--- config.mk ---
export PLATFORM = sky130hd
export DESIGN_NAME = immediate_generator_pipe
export DESIGN_NICKNAME = d
export VERILOG_FILES = /design/src/rtl/immediate_generator_pipe_pkg.sv /design/src/rtl/immediate_generator_pipe_imm_extract.sv /design/src/rtl/immediate_generator_pipe.sv
export SDC_FILE = /design/constraint.sdc
export NUM_CORES = 1
export LEC_CHECK = 0
export CAP_MARGIN = 10
export CORE_MARGIN = 2
export CORE_UTILIZATION = 51
export DETAILED_ROUTE_END_ITERATION = 10
export GPL_ROUTABILITY_DRIVEN = 0
export PLACE_DENSITY_LB_ADDON = 0.3
export SLEW_MARGIN = 20
export SYNTH_ARGS = -nofsm -noshare
export SYNTH_HDL_FRONTEND = slang
export SYNTH_SLANG_ARGS = --single-unit
export TNS_END_PERCENT = 5
--- constraint.sdc ---
create_clock -name I_clk -period 2.24 [get_ports I_clk]
set_clock_uncertainty 0.2 [all_clocks]
set_input_delay 0.56 -clock I_clk [delete_from_list [all_inputs] [get_ports I_clk]]
set_output_delay 0.56 -clock I_clk [all_outputs]
set_load 0.02 [all_outputs]
--- src/rtl/immediate_generator_pipe_pkg.sv ---
// ---------------------------------------------------------------------------
// immediate_generator_pipe_pkg
// Purpose : shared select codes and default widths for the pipelined
//           immediate generator and its format-extraction sub-module.
// Contents: imm_sel_e   - 3-bit immediate format select codes
//           IMM_XLEN_DEFAULT, IMM_TAG_W_DEFAULT - default parameter values
// ---------------------------------------------------------------------------
package immediate_generator_pipe_pkg;

  localparam int IMM_XLEN_DEFAULT  = 32;
  localparam int IMM_TAG_W_DEFAULT = 5;

  typedef enum logic [2:0] {
    IMM_ITYPE = 3'b000,
    IMM_STYPE = 3'b001,
    IMM_BTYPE = 3'b010,
    IMM_UTYPE = 3'b011,
    IMM_JTYPE = 3'b100,
    IMM_RTYPE = 3'b101,  // shift amount
    IMM_ZTYPE = 3'b110,  // CSR unsigned immediate
    IMM_RSVD  = 3'b111   // reserved: decoded as ITYPE, flagged illegal
  } imm_sel_e;

endpackage

--- src/rtl/immediate_generator_pipe_imm_extract.sv ---
// ---------------------------------------------------------------------------
// imm_extract
// Purpose : combinational immediate decode and sign/zero extension.
// Ports   : i_immsel  [2:0]      format select (imm_sel_e)
//           i_data    [31:0]     instruction word
//           o_imm     [XLEN-1:0] extended immediate
//           o_illegal            select code was the reserved value
// ---------------------------------------------------------------------------
module imm_extract
  import immediate_generator_pipe_pkg::*;
#(
  parameter int XLEN = IMM_XLEN_DEFAULT
) (
  input  logic [2:0]      i_immsel,
  input  logic [31:0]     i_data,
  output logic [XLEN-1:0] o_imm,
  output logic            o_illegal
);

  // Every format fits in 32 bits; it is built here first and widened once.
  logic [31:0] w_imm32;
  logic        w_sext;
  logic        w_unused;

  // The opcode field never contributes to an immediate.
  assign w_unused = &{1'b0, i_data[6:0]};

  always_comb begin
    w_imm32   = {{20{i_data[31]}}, i_data[31:20]};
    w_sext    = 1'b1;
    o_illegal = 1'b0;
    case (imm_sel_e'(i_immsel))
      IMM_STYPE: w_imm32 = {{20{i_data[31]}}, i_data[31:25], i_data[11:7]};
      IMM_BTYPE: w_imm32 = {{20{i_data[31]}}, i_data[7], i_data[30:25],
                            i_data[11:8], 1'b0};
      IMM_UTYPE: w_imm32 = {i_data[31:12], 12'b0};
      IMM_JTYPE: w_imm32 = {{12{i_data[31]}}, i_data[19:12], i_data[20],
                            i_data[30:21], 1'b0};
      IMM_RTYPE: begin
        w_sext  = 1'b0;
        // 64-bit shifts need the sixth shamt bit.
        w_imm32 = (XLEN == 64) ? {26'b0, i_data[25:20]} : {27'b0, i_data[24:20]};
      end
      IMM_ZTYPE: begin
        w_sext  = 1'b0;
        w_imm32 = {27'b0, i_data[19:15]};
      end
      IMM_RSVD:  o_illegal = 1'b1;
      default:   ;  // ITYPE uses the defaults above
    endcase
  end

  // UTYPE on XLEN=64 gets bits 63:32 from the sign through this same path.
  assign o_imm = w_sext ? XLEN'($signed(w_imm32)) : XLEN'(w_imm32);

endmodule

--- src/rtl/immediate_generator_pipe.sv ---
// ---------------------------------------------------------------------------
// immediate_generator_pipe
// Purpose : registered immediate generator with a valid/ready handshake and
//           a 2-entry skid buffer (slot 0 drives outputs, slot 1 absorbs
//           one extra result so O_ready can be registered).
// Ports   : I_clk, I_rst_n (async, active-low)
//           I_valid/O_ready, I_immsel, I_data, I_tag   - request side
//           O_valid/I_ready, O_data, O_tag, O_illegal  - result side
// ---------------------------------------------------------------------------
module immediate_generator_pipe
  import immediate_generator_pipe_pkg::*;
#(
  parameter int XLEN  = IMM_XLEN_DEFAULT,
  parameter int TAG_W = IMM_TAG_W_DEFAULT
) (
  input  logic             I_clk,
  input  logic             I_rst_n,
  input  logic             I_valid,
  output logic             O_ready,
  input  logic [2:0]       I_immsel,
  input  logic [31:0]      I_data,
  input  logic [TAG_W-1:0] I_tag,
  output logic             O_valid,
  input  logic             I_ready,
  output logic [XLEN-1:0]  O_data,
  output logic [TAG_W-1:0] O_tag,
  output logic             O_illegal
);

  logic [XLEN-1:0]  w_imm;
  logic             w_illegal;

  imm_extract #(.XLEN(XLEN)) u_extract (
    .i_immsel (I_immsel),
    .i_data   (I_data),
    .o_imm    (w_imm),
    .o_illegal(w_illegal)
  );

  logic             r_v0, r_v1, r_ready;
  logic [XLEN-1:0]  r_data0, r_data1;
  logic [TAG_W-1:0] r_tag0, r_tag1;
  logic             r_ill0, r_ill1;

  logic w_accept, w_drain, w_load1, w_hold1;

  assign w_accept = I_valid & r_ready;
  assign w_drain  = r_v0 & I_ready;
  // New result parks in slot 1 only when slot 0 is occupied and stays so.
  assign w_load1  = w_accept & r_v0 & ~w_drain;
  assign w_hold1  = r_v1 & ~w_drain;

  always_ff @(posedge I_clk or negedge I_rst_n) begin
    if (!I_rst_n) begin
      r_v0    <= 1'b0;
      r_v1    <= 1'b0;
      r_ready <= 1'b0;
      r_data0 <= '0;
      r_data1 <= '0;
      r_tag0  <= '0;
      r_tag1  <= '0;
      r_ill0  <= 1'b0;
      r_ill1  <= 1'b0;
    end else begin
      if (w_drain && r_v1) begin
        // Skid entry is older than anything arriving, so it goes first.
        r_data0 <= r_data1;
        r_tag0  <= r_tag1;
        r_ill0  <= r_ill1;
        r_v1    <= 1'b0;
      end else if (w_accept && (!r_v0 || w_drain)) begin
        r_data0 <= w_imm;
        r_tag0  <= I_tag;
        r_ill0  <= w_illegal;
        r_v0    <= 1'b1;
      end else if (w_drain) begin
        r_v0    <= 1'b0;
      end

      if (w_load1) begin
        r_data1 <= w_imm;
        r_tag1  <= I_tag;
        r_ill1  <= w_illegal;
        r_v1    <= 1'b1;
      end

      // Ready mirrors next-cycle emptiness of slot 1, so it never sees I_ready
      // combinationally and comes back one edge after reset release.
      r_ready <= ~(w_load1 | w_hold1);
    end
  end

  assign O_ready   = r_ready;
  assign O_valid   = r_v0;
  assign O_data    = r_data0;
  assign O_tag     = r_tag0;
  assign O_illegal = r_ill0;

endmodule

==> reports/results.ini <==
[final_layout]
areaGrowthSynthToFinish_pct=31.9
fillers=558
n_antenna_cell=0
final_nets=552
final_core_util_pct=69.8
stdcell_count=610
final_area_um2=5060
drive_gt1_share_pct=11.2

[floorplanning]
row_count=31
io_pins=84
initial_core_util_pct=52.9
die_h_um=90.8
fp.dieW_um=90.8
coreArea_um2=7250
die-area_um2=8240

[worst_hold_path]
whs_path_depth=2
worstHoldStart=r_data1[21]
hold_class=register to register
whs_endpoint=r_data1[21]

[placement]
dp.cells=595
hpwl_um=6650
port_buffers=76
placed_area_um2=4870

[cts]
clock_path_buffers=2
clk_latency_ns=0.34
cts_tree=built
cts_buffers=9
post_cts_buffers=0
h-tree-depth=3
cts-root-buf=clkbuf_8
path_clk_slew_ns=0.07
cts.sinks=79

[synthesis]
synth_edf_count=0
synth_top_area_share_pct=51.5
synth.cell_area_um2=3840
netlist_instances=418
synth-seq-area-share_pct=51.5
ys_async_sr_fraction_pct=100
synth_seq_cells=79
yosys.area.top_type=dfrtp_1
synth_most_common_cell=dfrtp_1
postSynthAreaPerCell_um2=9.18
ys_top_cells_by_area=dfrtp_1 51%, nand2_1 6.8%, o21ai_0 5.5%
synthTopCellsByCount=79 x dfrtp_1, 70 x nand2_1, 42 x o21ai_0
synth_nets=462
synth_ff_type=dfrtp_1
ys_types=33
yosysWarnings=0

[drt]
drt_iter0_drc=268
via_count=3434
ant_nets=0
firstDrtPassIters=5
drc_errors=0
finalWirelength_um=9350
viasPerCell=5.63
wl_per_cell_um=15.3

[global_routing]
grt_pass1_vias=3311
grt_usage_pct=23.1
grt_max_degree=62
grt-ovfl-total=0
grt_pass1_wl_um=15600
antenna_found_initial=0

[critical_path]
critPathRequiredTime_ns=1.48
crit_path_max_incr_delay_ns=0.62
cp_num_cells=1
end_kind=primary output
rrSetupSlack_ns=0.52
path_delay_family=buffers and inverters
worstPathArrival_ns=1.35
slowest_stage=clkdlybuf4s50_1
r2r-start=O_valid
startpoint_type=register
critPathBufInv=1
cp_max_fo=3
crit_type=register to primary output
worstReg2RegEnd=O_data[14]
crit_chain=clkdlybuf4s50_1
r2r_cells=5

[power_and_ir_drop]
sw_frac_of_total_pct=36.1
ir_drop_mv=0.423
p_int_mw=3.68
p_leak_nw=2.27
p_clk_share_pct=17.8
power_mw=5.76
p_per_area_nw_per_um2=1140
seq_power_share_pct=40.8
pwr-share-comb_pct=41.4
p_sw_mw=2.08

[run_status]
outcome=complete, no violations

[sta]
rsz0062_at_grt=no
drv_slew=0
holdWs_ns=0.284
period_share_pct=94.4
tightestPinTransition_ns=0.413
finalCriticalPeriod_ns=2.11
fmax_ghz=0.473
setup_violations=0
relSlewSlack_pct=72.5
hold_viol_final=0

[job]
maxCapViolations=0

stage by stage:
step / setup WS, ns / TNS [ns]
floorplan: 0.539 / 0
global placement: -0.119 / -2.19
detailed placement: -0.192 / -5.34
CTS: 0.0279 / 0
global route: 0.0110 / 0
finish: 0.126 / 0
placed cells by master (no fill, tap or decap), types with 2 or more instances in the layout:
cell type and instances:
nand2b_1 21, a21o_1 8, o21ai_0 41, nand2_1 70
nor2_2 2, nor2_1 16, a22oi_1 27, nor3_1 9
o21ai_1 24, inv_1 11, a21oi_1 36, o311ai_1 3
a222oi_1 5, buf_4 31, clkinv_2 2, buf_12 6
mux2i_1 5, nand3b_1 9, dfrtp_1 79, a22o_1 6
clkdlybuf4s50_1 74, clkbuf_8 10
worst max-delay path by stage:
| stage | startpoint | to |
|---|---|---|
| global route | I_immsel[0] | r_data1[24] |
| CTS | O_valid | O_valid |
| finish | O_ready | O_ready |
| detailed placement | I_immsel[0] | r_data1[22] |
| global placement | I_immsel[2] | r_data1[3] |
| floorplan | I_immsel[0] | r_data1[21] |
layout make-up:
type / instances / area, µm² / area share, %
Multi-Input combinational cell: 294 / 1620 / 32.0
Sequential cell: 79 / 1980 / 39.0
Clock inverter: 4 / 47.5 / 0.939
Inverter: 11 / 41.3 / 0.815
Clock buffer: 10 / 138 / 2.72
Timing Repair Buffer: 113 / 1120 / 22.0
Tap cell: 99 / 124 / 2.45
registers in the layout, indices dropped and copies added (netlist names):
register / cells
O_valid: 1
O_illegal: 1
O_data: 32
O_tag: 5
r_tag1: 5
r_data1: 32
O_ready: 1
r_v1: 1
r_ill1: 1
logic make-up (layout without fill, tap and decap cells):
family,Yosys count,after routing,share of synthesized area (%)
DFF,79,79,51.5
AOI/OAI and AO/OA,154,154,24.3
muxes,5,5,1.30
buffers and inverters,45,138,6.42
xor gates and xnor gates,2,2,0.456
and+or+nand+nor,133,133,16.1
routing by layer:
metal | global-route usage, % | wire [µm]
met5 | 0 | 0
met3 | 3.26 | 514
met4 | 8.33 | 119
met1 | 30.2 | 4060
met2 | 39.4 | 4650
what timing repair did:
item | in CTS | in global routing
hold buffers | 1 | 0
resized for setup | 0 | 2
endpoints found under the hold margin | 7 | 0
setup endpoints to repair | 0 | 2
power groups by stage:
| stage | logic, mW | registers (mW) | clock network, mW |
|---|---|---|---|
| detailed placement | 2.40 | 2.38 | 0 |
| global route | 2.60 | 2.41 | 1.09 |
| global placement | 2.32 | 2.35 | 0 |
| finish | 2.38 | 2.35 | 1.02 |
| floorplan | 1.02 | 2.66 | 0 |
| CTS | 2.41 | 2.35 | 1.03 |
No activity file was read; power rests on OpenSTA's default activity.
